<file path="src/rtl/trng_arbiter_if.sv">
// Requester-side bus of the TRNG arbiter: word requests, grants and the shared word return path.
// Handshake: a requester holds req high until it sees its rvalid bit pulse; gnt marks the word in
// flight; rvalid is a one-cycle pulse with rdata valid in that cycle. There is no backpressure.
interface trng_arbiter_if #(
  parameter int N_REQ = 2,
  parameter int WIDTH = 8
);
  logic [N_REQ-1:0] req;
  logic [N_REQ-1:0] gnt;
  logic [N_REQ-1:0] rvalid;
  logic [WIDTH-1:0] rdata;

  modport master (output req, input gnt, input rvalid, input rdata);
  modport slave  (input req, output gnt, output rvalid, output rdata);
endinterface

</file>
<file path="src/rtl/trng_arbiter.sv">
// Round-robin sharing of one serial TRNG source; each grant collects one MSB-first word,
// with a repetition-count health test on every sample that latches a sticky failure.
module trng_arbiter #(
  parameter int N_REQ      = 2,
  parameter int WIDTH      = 8,
  parameter int RCT_CUTOFF = 16
) (
  input  logic          clk,
  input  logic          reset,
  trng_arbiter_if.slave bus,
  output logic          health_fail,
  input  logic          trng_bit,
  output logic          trng_req,
  output logic          state_dbg
);
  localparam int CNT_W = $clog2(WIDTH);
  localparam int RUN_W = $clog2(RCT_CUTOFF + 1);
  localparam int IDX_W = $clog2(N_REQ);

  typedef enum logic {IDLE = 1'b0, COLLECT = 1'b1} state_t;

  state_t           state_q, state_d;
  logic [N_REQ-1:0] gnt_q, gnt_d, rvalid_q, rvalid_d;
  logic [WIDTH-1:0] rdata_q, rdata_d, word;
  logic [WIDTH-2:0] shift_q, shift_d;
  logic [CNT_W-1:0] cnt_q, cnt_d;
  logic [IDX_W-1:0] last_q, last_d, idx_q, idx_d, pick_idx, cand;
  logic [RUN_W-1:0] run_q, run_d, run_inc, run_sample;
  logic             found, trip;
  logic             last_bit_q, last_bit_d, hf_q, hf_d, treq_q, treq_d;

  // First asserted request after the previous winner, wrapping around.
  always_comb begin
    found    = 1'b0;
    pick_idx = '0;
    cand     = '0;
    for (int i = 1; i <= N_REQ; i++) begin
      cand = IDX_W'((int'(last_q) + i) % N_REQ);
      if (!found && bus.req[cand]) begin
        found    = 1'b1;
        pick_idx = cand;
      end
    end
  end

  assign word       = {shift_q, trng_bit};
  assign run_inc    = (&run_q) ? run_q : run_q + 1'b1;
  assign run_sample = (trng_bit == last_bit_q) ? run_inc : RUN_W'(1);
  assign trip       = (run_sample >= RUN_W'(RCT_CUTOFF));

  always_comb begin
    state_d    = state_q;
    gnt_d      = gnt_q;
    rvalid_d   = '0;
    rdata_d    = rdata_q;
    shift_d    = shift_q;
    cnt_d      = cnt_q;
    last_d     = last_q;
    idx_d      = idx_q;
    run_d      = run_q;
    last_bit_d = last_bit_q;
    hf_d       = hf_q;
    treq_d     = treq_q;
    case (state_q)
      IDLE: begin
        gnt_d  = '0;
        treq_d = 1'b0;
        if (!hf_q && found) begin
          gnt_d   = N_REQ'(1) << pick_idx;
          treq_d  = 1'b1;
          cnt_d   = '0;
          shift_d = '0;
          idx_d   = pick_idx;
          state_d = COLLECT;
        end
      end
      COLLECT: begin
        shift_d    = word[WIDTH-2:0];
        cnt_d      = cnt_q + 1'b1;
        run_d      = run_sample;
        last_bit_d = trng_bit;
        // A health trip wins over word completion: the in-flight word is dropped.
        if (trip) begin
          hf_d    = 1'b1;
          gnt_d   = '0;
          treq_d  = 1'b0;
          state_d = IDLE;
        end else if (cnt_q == CNT_W'(WIDTH - 1)) begin
          rdata_d  = word;
          rvalid_d = N_REQ'(1) << idx_q;
          gnt_d    = '0;
          treq_d   = 1'b0;
          last_d   = idx_q;
          state_d  = IDLE;
        end
      end
      default: state_d = IDLE;
    endcase
  end

  always_ff @(posedge clk) begin
    if (reset) begin
      state_q    <= IDLE;
      gnt_q      <= '0;
      rvalid_q   <= '0;
      rdata_q    <= '0;
      shift_q    <= '0;
      cnt_q      <= '0;
      last_q     <= IDX_W'(N_REQ - 1);
      idx_q      <= '0;
      run_q      <= '0;
      last_bit_q <= 1'b0;
      hf_q       <= 1'b0;
      treq_q     <= 1'b0;
    end else begin
      state_q    <= state_d;
      gnt_q      <= gnt_d;
      rvalid_q   <= rvalid_d;
      rdata_q    <= rdata_d;
      shift_q    <= shift_d;
      cnt_q      <= cnt_d;
      last_q     <= last_d;
      idx_q      <= idx_d;
      run_q      <= run_d;
      last_bit_q <= last_bit_d;
      hf_q       <= hf_d;
      treq_q     <= treq_d;
    end
  end

  assign bus.gnt     = gnt_q;
  assign bus.rvalid  = rvalid_q;
  assign bus.rdata   = rdata_q;
  assign health_fail = hf_q;
  assign trng_req    = treq_q;
  assign state_dbg   = state_q;
endmodule
</file>
<file path="src/flat_wrapper.sv">
// flat-port wrapper written by rule: the top's interface ports become plain ports
module trng_arbiter_flat 
#(
  parameter int N_REQ      = 2,
  parameter int WIDTH      = 8,
  parameter int RCT_CUTOFF = 16
)
  (clk, reset, health_fail, trng_bit, trng_req, state_dbg, bus_req, bus_gnt, bus_rvalid, bus_rdata);
  trng_arbiter_if #(.N_REQ(N_REQ), .WIDTH(WIDTH)) bus_i ();
  input  logic clk;
  input  logic reset;
  output logic health_fail;
  input  logic trng_bit;
  output logic trng_req;
  output logic state_dbg;
  input wire logic [$bits(bus_i.req)-1:0] bus_req;
  output wire logic [$bits(bus_i.gnt)-1:0] bus_gnt;
  output wire logic [$bits(bus_i.rvalid)-1:0] bus_rvalid;
  output wire logic [$bits(bus_i.rdata)-1:0] bus_rdata;
  assign bus_i.req = bus_req;
  assign bus_gnt = bus_i.gnt;
  assign bus_rvalid = bus_i.rvalid;
  assign bus_rdata = bus_i.rdata;
  trng_arbiter #(.N_REQ(N_REQ), .WIDTH(WIDTH), .RCT_CUTOFF(RCT_CUTOFF)) u_core (.clk(clk), .reset(reset), .bus(bus_i), .health_fail(health_fail), .trng_bit(trng_bit), .trng_req(trng_req), .state_dbg(state_dbg));
endmodule
</file>
<file path="config.mk">
export PLATFORM = sky130hd
export DESIGN_NAME = trng_arbiter_flat
export DESIGN_NICKNAME = d
export VERILOG_FILES = /design/src/rtl/trng_arbiter_if.sv /design/src/rtl/trng_arbiter.sv /design/src/flat_wrapper.sv
export SDC_FILE = /design/constraint.sdc
export NUM_CORES = 1
export LEC_CHECK = 0
export ABC_CLOCK_PERIOD_IN_PS = 1900
export BUFFER_PORTS_ARGS = -buffer_cell sky130_fd_sc_hd__clkbuf_2
export CORE_MARGIN = 4
export CORE_UTILIZATION = 55
export CTS_CLUSTER_SIZE = 16
export DETAILED_ROUTE_END_ITERATION = 12
export MAX_ROUTING_LAYER = met4
export PLACE_DENSITY_LB_ADDON = 0.1
export SYNTH_ARGS = -nofsm -noshare
export SYNTH_HDL_FRONTEND = slang
export SYNTH_SLANG_ARGS = --single-unit
</file>
<file path="constraint.sdc">
create_clock -name clk -period 1.9 [get_ports clk]
set_input_delay 0.095 -clock clk [delete_from_list [all_inputs] [get_ports clk]]
set_output_delay 0.095 -clock clk [all_outputs]
set_load 0.05 [all_outputs]
</file>
After elaboration in Yosys (flattened, before gate mapping):

Index checks and enable logic that the tools add are counted.

* add/subtract/negate cells: 4
* order comparisons: 3
* equal/unequal tests: 4
* shift operators: 2
* multiplexer cells: 25
* bitwise logic cells: 3
* reductions and logical operators: 9

Operators by type and width (count)
* case mux 7 bit (2 select lines): 1
* two-way mux 1 bit: 13
* two-way mux 5 bit: 2
* two-way mux 7 bit: 1
* two-way mux 2 bit: 3
* case mux 3 bit (2 select lines): 1
* adder 5 x 1 -> 5 bit (second input constant): 1
* >= comparator 5 bit (second input constant): 1
* AND reduction 5 bit: 1
* less-than comparator 1 x 2 -> 1 bit (second input constant): 2
* case mux 1 bit (2 select lines): 2
* case mux 2 bit (2 select lines): 1
* AND reduction 2 bit: 2
* OR reduction 4 bit: 1
* << shifter 1 x 1 -> 2 bit (first input constant): 2
* adder 3 x 1 -> 3 bit (second input constant): 1
* == test 3 bit (second input constant): 1
* two-way mux 3 bit: 1
* != test 3 bit (second input constant): 1
* NOT 1 bit: 3
* AND reduction 3 bit: 1
* adder 1 bit (second input constant): 2
* logical AND 1 bit: 2
* zero test 1 bit: 2
* 2 further kinds: 2

* register bits after elaboration: 33
* input bits: 5
* output and inout bits: 15
* word-level logic and storage cells: 62

Depth between registers and ports, before layout:

Gate-level depths: netlist of the first run.

* depth in word-level cells: 10
* gate-level depth with buffers: 6
* gate-level depth less buffers: 5

Worst setup path after synthesis of the first run:

Ideal clock, no wire load.

* kind: reg2reg
* start point: register u_core.cnt_q[0]
* end point: register u_core.rdata_q[0], in the netlist u_core.bus.rdata[0]
* setup time: 0.072 ns
* arrival time: 1.429 ns
* data required time: 1.828 ns
* setup slack: 0.399 ns
* stages on the path, launching flop included: 7
* buffers on the path: 1
* clock period less this slack: 1.501 ns
* path through: dfxtp_1 -> ha_1 -> ha_1 -> and3b_1 -> a32oi_2 -> buf_6 -> mux2i_1

* longest elaborated chain between the ends: 2

Ends and longest elaborated chain
* start, declared: line trng_arbiter.sv:26 `logic [CNT_W-1:0] cnt_q, cnt_d;`
* start signal, assigned: line trng_arbiter.sv:121 `cnt_q <= cnt_d;`
* == test 3 bit: line trng_arbiter.sv:88 `end else if (cnt_q == CNT_W'(WIDTH - 1)) begin`
* AND reduction 3 bit (no source line)
* end signal, assigned: line trng_arbiter.sv:119 `rdata_q <= rdata_d;`
* end, declared: line trng_arbiter.sv:24 `logic [WIDTH-1:0] rdata_q, rdata_d, word;`

No other way between the ends.
A chain may end at the register's enable or synchronous reset.

Final worst setup path of the first run:

* start point: register u_core.cnt_q[0]
* end point: register u_core.last_q

* longest elaborated chain between the ends: 2

Ends and longest elaborated chain
* == test 3 bit: line trng_arbiter.sv:88
* AND reduction 3 bit (no source line)
* end signal, assigned: line trng_arbiter.sv:109 `last_q <= IDX_W'(N_REQ - 1);`
* end signal, assigned: line trng_arbiter.sv:122 `last_q <= last_d;`
* end, declared: line trng_arbiter.sv:27 `logic [IDX_W-1:0] last_q, last_d, idx_q, idx_d, pick_idx, cand;`

No other way between the ends.

==> results of run 1 <==
-- where the power goes --
| group | internal [mW] | leakage, nW | total, mW | switching (mW) |
|---|---|---|---|---|
| logic | 0.0531 | 0.359 | 0.141 | 0.0884 |
| clock network | 0.407 | 0.0552 | 0.653 | 0.245 |
| registers | 0.709 | 0.268 | 0.723 | 0.0143 |
-- cells in the final DEF, fill, tap and decap left out, types with 4 or more instances in the layout --
| cell | netlist | final |
|---|---|---|
| buf_4 | 0 | 4 |
| clkbuf_4 | 0 | 5 |
| mux2i_1 | 9 | 9 |
| nand2b_1 | 20 | 20 |
| nand2_1 | 11 | 11 |
| nand3b_1 | 11 | 11 |
| dfxtp_1 | 33 | 33 |
| a21oi_1 | 18 | 18 |
| clkbuf_2 | 0 | 19 |
-- synthesized netlist by cell type, drive strengths merged, types with 2 or more instances --
cell type | number | area (um2)
a211oi | 3 | 22.5
a21oi | 18 | 90.1
a31o | 2 | 17.5
and3 | 2 | 12.5
buf | 4 | 23.8
clkbuf | 4 | 15.0
dfxtp | 33 | 661
ha | 3 | 37.5
inv | 3 | 11.3
mux2i | 9 | 90.1
nand2 | 11 | 41.3
nand2b | 20 | 125
nand3 | 3 | 15.0
nand3b | 11 | 82.6
nor2 | 3 | 11.3
nor3 | 2 | 10.0
o211ai | 2 | 15.0
o21a | 2 | 15.0
o21ai | 3 | 15.0
or2b | 2 | 15.0
-- critical path: stages (launching register included) --
cell     delay (ps)
dfxtp_1         340
ha_1            200
ha_1            230
and3b_1         180
a32oi_2         150
buf_4           240
mux2i_1         210
-- area by class of cell --
| cell class | instances | area, um2 | area share |
|---|---|---|---|
| repair buffers | 23 | 125 | 0.0756 |
| well taps | 30 | 37.5 | 0.0227 |
| clock inverters | 3 | 65.1 | 0.0393 |
| multi-input cells | 107 | 718 | 0.434 |
| flip-flops and latches | 33 | 661 | 0.399 |
| clock buffers | 5 | 37.5 | 0.0227 |
| inverters | 3 | 11.3 | 0.00680 |
-- through the flow --
stage                      util  area, um2  std cells  hold slack (ps)
final                     0.668       1660        204             48.3
after global routing      0.668       1660        204             72.9
after CTS                 0.668       1660        204             49.1
after global placement    0.627       1550        196              388
after floorplan               -       1430        151              243
after detailed placement  0.627       1550        196              400
-- final timing paths --
check	slack (ps)	start	end
max	300	u_core.cnt_q[0]	u_core.last_q
min	50	bus_req[0]	u_core.bus.gnt[0]
max reg2reg	300	u_core.cnt_q[0]	u_core.last_q
min reg2reg	480	u_core.idx_q	u_core.bus.rvalid[0]
-- layer usage --
metal | GRT usage | vias to the layer above
met4 | 0.0712 | 0
met5 | - | -
met1 | 0.234 | 536
li1 | - | 572
met2 | 0.265 | 27
met3 | 0.0392 | 7
-- flip-flops by register name, summed over array words and instances, names as in the netlist --
name,count
u_core.cnt_q,3
u_core.state_dbg,1
u_core.last_q,1
u_core.bus.rvalid,2
u_core.trng_req,1
u_core.run_q,5
u_core.idx_q,1
u_core.last_bit_q,1
u_core.bus.gnt,2
u_core.health_fail,1
u_core.bus.rdata,8
u_core.shift_q,7
-- logic make-up after synthesis --
| kind of cell | count (synthesis) | synth area share |
|---|---|---|
| buffers and inverters | 11 | 0.0350 |
| flip-flops | 33 | 0.462 |
| multiplexers | 9 | 0.0630 |
| XOR/XNOR | 2 | 0.0175 |
| AND/OR/NAND/NOR | 58 | 0.240 |
| adder cells (fa/ha/maj) | 3 | 0.0263 |
| AO/OA/AOI/OAI | 35 | 0.156 |
==> impl_metrics.py, run 1 <==
metrics = {
    "clock_tree": {
        "cts_setup_buffers": 0,
        "cts_resized": 0,
        "cts_buffers": 5,
        "clkSinkCount": 33,
        "holdBufCountCts": 0,
        "htree_num_levels": 2,
        "path_clk_slew_ps": 110,
        "clock_tree.root_cell": "clkbuf_4",
        "cts_buffer_depth": 2,
        "cts_tree": "built",
        "clock_latency_ps": 330,
    },
    "route": {
        "met1_length_mm": 1.32,
        "drtIter0Drc": 46,
        "dr_wl_met3_um": 143,
        "first_pass_iters": 4,
        "wl_met2_mm": 1.16,
        "totalWireLength_mm": 2.66,
        "vias": 1142,
        "ant_nets": 0,
        "wl_per_cell_um": 13.1,
        "viasPerCell": 5.60,
        "top_layer": "met4",
        "drc": 0,
    },
    "finish": {
        "fillCellCount": 216,
        "drive_above_1_share": 0.201,
        "synthToLayoutAreaGrowth_pct": 15.8,
        "antenna-diode-count": 0,
        "final_nets": 181,
    },
    "sta": {
        "finalSetupViolCount": 0,
        "slew_violations": 0,
        "fin_skew_ps": 9.39,
        "worst_pin_slew_ps": 697,
        "rsz0062_at_grt": "no",
        "setup_tns_ps": 0,
        "fin_ws_ps": 305,
        "max_clock_freq_ghz": 0.627,
        "period_needed_ps": 1600,
        "max_slew_margin": 0.535,
        "hold_violations": 0,
        "fin_crit_sh": 0.839,
    },
    "synth": {
        "syn_inst": 151,
        "syn_area_um2": 1430,
        "syn_nets": 159,
        "synth_cell_type_count": 33,
        "seq_area_frac_synth": 0.462,
        "avgSynthCellArea_um2": 9.46,
        "synth_seq_cells": 33,
        "synth-edff-count": 0,
        "synthArstFlopShare": 0,
        "yosys_warnings": 0,
        "synth-main-ff-cell": "dfxtp_1",
    },
    "floorplanning": {
        "start_util": 0.577,
        "die_x_um": 59.0,
        "core_area_um2": 2480,
        "placementRows": 18,
        "dieArea_um2": 3480,
        "ios": 20,
        "dieHeight_um": 59.0,
    },
    "outcome": {
        "status": "complete, no violations",
    },
    "grt": {
        "grt_util_all_layers": 0.178,
        "grt_antenna_before_repair": 0,
        "grt_max_degree": 45,
        "grt_pass1_wl_mm": 4.64,
        "first_global_vias": 1078,
        "overflow": 0,
    },
    "power": {
        "vdd_ir_drop_max_mv": 0.655,
        "cellLeakagePower_nw": 0.682,
        "powerDensity_nw_per_um2": 917,
        "power.total_mw": 1.52,
    },
    "worst_setup_path": {
        "arrival_ps": 1860,
        "worstSetupPathType": "register to register",
        "reg2regPathDepth": 6,
        "crit_path_end_kind": "register",
        "required_ps": 2160,
        "cp_max_fo": 11,
        "setup.worst_path.start_class": "register",
    },
    "min_path": {
        "hp-class": "input port to register",
        "holdPathStages": 3,
    },
    "place": {
        "dpl.hpwl_mm": 1.87,
        "port_buffers": 19,
        "gp_congestion": 0.791,
        "pre_cts_ws_ps": 300,
    },
    "flow_run": {
        "cap_violations": 0,
    },
}
(Power assumes the default switching activity.)
==> run 2: changes to the inputs <==
Settings changed: ABC_AREA set to 1, ABC_CLOCK_PERIOD_IN_PS 1900 to 1600, CORE_UTILIZATION 55 to 54.
Clock period 1.9 ns to 1.6 ns, I/O delays scaled along.
==> impl_metrics.py, run 2 <==
metrics = {
    "outcome": {
        "status": "complete, no violations",
    },
    "synth": {
        "synth_top_area_cell": "dfxtp_1",
        "synth_cell_type_count": 21,
        "synth_common_cells": "54 x nand2_1, 33 x dfxtp_1, 20 x a21oi_1, 19 x nand3_1, 16 x inv_1",
        "seq_area_frac_synth": 0.494,
        "synthArstFlopShare": 0,
        "syn_area_um2": 1340,
        "avgSynthCellArea_um2": 7.72,
        "yosysTopAreaCellShare": 0.494,
        "syn_inst": 173,
        "syn_nets": 181,
        "synth-edff-count": 0,
        "synth_most_common_cell": "nand2_1",
        "yosys-top-cells-area": "dfxtp_1 49%, nand2_1 15%, a21oi_1 7.5%",
        "yosys_warnings": 0,
        "synth_seq_cells": 33,
        "synth-main-ff-cell": "dfxtp_1",
    },
    "route": {
        "top_layer": "met4",
        "drc": 0,
        "first_pass_iters": 4,
        "totalWireLength_mm": 2.70,
        "ant_nets": 0,
        "wl_per_cell_um": 12.0,
        "viasPerCell": 5.12,
        "wl_met2_mm": 1.23,
        "drtIter0Drc": 37,
        "dr_wl_met3_um": 152,
        "met1_length_mm": 1.27,
        "vias": 1153,
    },
    "place": {
        "port_buffers": 19,
        "pre_cts_ws_ps": 274,
        "post_dp_cell_area_um2": 1450,
        "dpl.hpwl_mm": 1.89,
        "placed_cells": 217,
        "gp_congestion": 0.851,
    },
    "power": {
        "vdd_ir_drop_max_mv": 0.651,
        "powerDensity_nw_per_um2": 976,
        "cellLeakagePower_nw": 0.702,
    },
    "finish": {
        "synthToLayoutAreaGrowth_pct": 12.5,
        "final_cell_mix": "54 x nand2_1, 33 x dfxtp_1, 20 x a21oi_1",
        "drive_above_1_share": 0.198,
        "layout_commonest_cell": "nand2_1",
        "largest_reg_flops": 8,
        "final_nets": 204,
        "antenna-diode-count": 0,
        "finalInstanceArea_um2": 1500,
        "final_cell_count_no_fill": 225,
    },
    "sta": {
        "fin_skew_ps": 4.29,
        "fin_crit_sh": 0.851,
        "max_slew_margin": 0.672,
        "max_clock_freq_ghz": 0.735,
        "fin_ws_ps": 239,
        "worst_pin_slew_ps": 491,
        "period_needed_ps": 1360,
        "hold_violations": 0,
        "rsz0062_at_grt": "no",
        "finalSetupViolCount": 0,
        "setup_tns_ps": 0,
        "slew_violations": 0,
    },
    "grt": {
        "grt_antenna_before_repair": 0,
        "grt_pass1_wl_mm": 4.53,
        "first_global_vias": 1057,
        "overflow": 0,
        "grt_util_all_layers": 0.183,
        "grt_max_degree": 19,
    },
    "clock_tree": {
        "path_clk_slew_ps": 100,
        "cts_tree": "built",
        "htree_num_levels": 2,
        "clkSinkCount": 33,
        "clock_tree.root_cell": "clkbuf_4",
        "cts_buffer_depth": 2,
        "clock_latency_ps": 330,
        "cts_setup_buffers": 0,
        "holdBufCountCts": 0,
        "cts_buffers": 5,
        "cts_resized": 0,
    },
    "worst_setup_path": {
        "setup.worst_path.start_class": "register",
        "required_ps": 1830,
        "timing.rr.end": "u_core.run_q[1]",
        "cp_max_fo": 5,
        "crit_path_end_kind": "register",
        "r2r_slack_ps": 240,
        "reg2regPathDepth": 6,
        "worstSetupPathType": "register to register",
        "arrival_ps": 1590,
        "r2r_start": "u_core.run_q[0]",
    },
    "floorplanning": {
        "ios": 20,
        "start_util": 0.587,
        "dieArea_um2": 3330,
        "core_area_um2": 2280,
        "dieHeight_um": 57.7,
        "die_x_um": 57.7,
        "placementRows": 17,
    },
    "min_path": {
        "hp-class": "input port to register",
        "min_to": "u_core.shift_q[0]",
        "holdPathStages": 3,
        "min-delay-start": "trng_bit",
    },
    "flow_run": {
        "cap_violations": 0,
    },
}
run 2: cell types whose count changed after synthesis, sizes merged, moves of 3 or more:
cell / delta
nand2: +47
nor2: +5
nand2b: -20
o21ai: +3
inv: +15
nand3: +17
nand3b: -11
a211oi: -3
mux2i: -9
clkbuf: -3
run 2: cells by family after synthesis:
logic type	after synthesis	share of synthesized area
adders and majority gates	3	0.0281
AOI/OAI and AO/OA	26	0.100
buffers and inverters	23	0.0740
and+or+nand+nor	88	0.303
DFF	33	0.494
run 2: how the worst max path moves through the flow:
| stage | from | endpoint | slack, ps | depth (start not counted) |
|---|---|---|---|---|
| 2_1_floorplan | u_core.state_dbg | u_core.bus.rdata[0] | 200 | 6 |
| 3_3_place_gp | u_core.cnt_q[0] | u_core.bus.rdata[2] | 330 | 8 |
| 3_5_place_dp | u_core.run_q[0] | u_core.run_q[1] | 270 | 6 |
| 4_1_cts | u_core.run_q[0] | u_core.run_q[1] | 240 | 6 |
| 5_1_grt | u_core.run_q[0] | u_core.run_q[1] | 140 | 6 |
| 6_report | u_core.run_q[0] | u_core.run_q[1] | 240 | 6 |
run 2: layout make-up:
type	instances	area (um2)
clock buffer	6	41.3
tap	28	35.0
inverter	18	70.1
timing repair buffer	21	110
fill	190	772
sequential	33	661
clock inverter	2	10.0
multi-input combinational	117	577
run 2: power breakdown:
group          total, mW  switching, mW  internal, mW  leakage [nW]
clock network      0.444          0.276         0.167        0.0320
logic              0.156          0.113        0.0437         0.402
registers          0.868         0.0226         0.845         0.268
total               1.47          0.412          1.06         0.702
run 2: routing by layer:
layer,track usage,vias to the layer above
met3,0.0423,6
met2,0.284,34
met4,0.113,0
met5,-,-
li1,-,600
met1,0.212,513
run 2: worst max-delay path, cell delays in order, from the launching register on:
cell	delay, ps
dfxtp_1	420
ha_1	240
nand4_1	190
nand2_1	160
inv_1	50
o21ai_0	140
nor2_1	50
run 2: metrics by stage:
stage                     hold WS [ps]  power [mW]   util
after floorplan                    218        1.00      -
after global placement             360        1.04  0.638
after detailed placement           380        1.04  0.638
after CTS                         20.8        1.48  0.661
after global routing              15.5        1.53  0.661
final                             30.4        1.47  0.661
==> run 3: changes to the inputs <==
Settings changed: CAP_MARGIN set to 10, CORE_MARGIN 4 to 1.
==> impl_metrics.py, run 3 (synthesis results as in run 2) <==
metrics = {
    "outcome": {
        "status": "complete, no violations",
    },
    "floorplanning": {
        "placementRows": 17,
        "die_x_um": 51.7,
        "ios": 20,
        "core_area_um2": 2280,
        "dieHeight_um": 51.7,
        "start_util": 0.587,
        "dieArea_um2": 2680,
    },
    "clock_tree": {
        "cts_tree": "built",
        "cts_buffers": 5,
        "cts_buffer_depth": 2,
        "clock_tree.root_cell": "clkbuf_4",
        "htree_num_levels": 2,
        "clock_latency_ps": 330,
        "path_clk_slew_ps": 100,
        "clkSinkCount": 33,
        "holdBufCountCts": 0,
        "cts_setup_buffers": 0,
        "cts_resized": 0,
    },
    "worst_setup_path": {
        "setup.worst_path.start_class": "register",
        "required_ps": 1840,
        "arrival_ps": 1580,
        "worstSetupPathType": "register to register",
        "crit_path_end_kind": "register",
        "cp_max_fo": 5,
    },
    "route": {
        "drtIter0Drc": 30,
        "totalWireLength_mm": 2.48,
        "ant_nets": 0,
        "viasPerCell": 5.16,
        "wl_per_cell_um": 11.0,
        "first_pass_iters": 4,
        "drc": 0,
        "vias": 1161,
    },
    "grt": {
        "first_global_vias": 1086,
        "overflow": 0,
        "grt_max_degree": 19,
        "grt_pass1_wl_mm": 4.28,
        "grt_antenna_before_repair": 0,
        "grt_util_all_layers": 0.227,
    },
    "sta": {
        "fin_crit_sh": 0.837,
        "slew_violations": 0,
        "finalSetupViolCount": 0,
        "hold_violations": 0,
        "max_clock_freq_ghz": 0.747,
        "max_slew_margin": 0.679,
        "rsz0062_at_grt": "no",
        "fin_skew_ps": 11.7,
        "period_needed_ps": 1340,
        "worst_pin_slew_ps": 481,
        "setup_tns_ps": 0,
    },
    "power": {
        "seqPwrFrac": 0.560,
        "p_sw_mw": 0.407,
        "powerDensity_nw_per_um2": 1020,
        "p_clk_frac": 0.342,
        "vdd_ir_drop_max_mv": 0.795,
        "cellLeakagePower_nw": 0.711,
        "p_int_mw": 1.14,
        "switching_share": 0.262,
        "p_comb_frac": 0.099,
    },
    "finish": {
        "final_cell_count_no_fill": 225,
        "largest_reg_flops": 8,
        "synthToLayoutAreaGrowth_pct": 14.0,
        "layout_commonest_cell": "nand2_1",
        "final_nets": 204,
        "drive_above_1_share": 0.203,
        "antenna-diode-count": 0,
        "fillCellCount": 197,
        "final_cell_mix": "54 x nand2_1, 33 x dfxtp_1, 20 x a21oi_1",
    },
    "flow_run": {
        "cap_violations": 0,
    },
    "place": {
        "port_buffers": 19,
        "placed_cells": 217,
        "gp_congestion": 0.783,
        "dpl.hpwl_mm": 1.79,
    },
    "min_path": {
        "hp-class": "input port to register",
    },
}
run 3: changes by cell type in the layout (fill, tap and decap cells not counted):
cell / before / now
clkbuf_1: 1 / 0
clkinv_2: 2 / 1
clkbuf_8: 0 / 2
run 3: power groups by stage:
stage | Combinational (mW) | Clock [mW] | Sequential, mW
2_1_floorplan | 0.0939 | 0 | 0.908
3_3_place_gp | 0.151 | 0 | 0.884
3_5_place_dp | 0.154 | 0 | 0.886
4_1_cts | 0.154 | 0.538 | 0.868
5_1_grt | 0.171 | 0.574 | 0.871
6_report | 0.153 | 0.530 | 0.867
run 3: worst paths after layout:
kind | from | endpoint | slack (ps) | depth (start not counted)
hold reg to reg | u_core.shift_q[6] | u_core.bus.rdata[7] | 450 | 2
setup reg to reg | u_core.run_q[0] | u_core.run_q[1] | 260 | 6
setup / recovery | u_core.run_q[0] | u_core.run_q[1] | 260 | 6
hold / removal | trng_bit | u_core.bus.rdata[0] | 20 | 3
run 3: area by class of cell:
| cell class | instances | area, um2 | share of cell area |
|---|---|---|---|
| clock buffers | 7 | 65.1 | 0.0427 |
| clock inverters | 1 | 5.00 | 0.00329 |
| inverters | 18 | 70.1 | 0.0460 |
| multi-input cells | 117 | 577 | 0.379 |
| flip-flops and latches | 33 | 661 | 0.434 |
| well taps | 28 | 35.0 | 0.0230 |
| repair buffers | 21 | 110 | 0.0723 |
run 3: per-layer routing:
layer	vias to the layer above	GRT usage	routed length (um)
li1	606	-	-
met1	515	0.254	1190
met2	33	0.370	1130
met3	7	0.0614	105
met4	0	0.117	58
met5	-	-	0
run 3: worst max-delay path: stages, from the launching register on:
cell	delay, ps
dfxtp_1	420
ha_1	240
nand4_1	190
nand2_1	150
inv_1	50
o21ai_0	140
nor2_1	50
run 3: metrics by stage:
step / setup WS [ps] / util / hold WS [ps] / cell area, um2 / power [mW]
floorplan: 203 / - / 218 / 1340 / 1.00
global placement: 329 / 0.638 / 359 / 1450 / 1.04
detailed placement: 297 / 0.638 / 369 / 1450 / 1.04
CTS: 260 / 0.669 / 11.4 / 1520 / 1.56
global route: 125 / 0.669 / 21.1 / 1520 / 1.62
finish: 261 / 0.669 / 19.6 / 1520 / 1.55
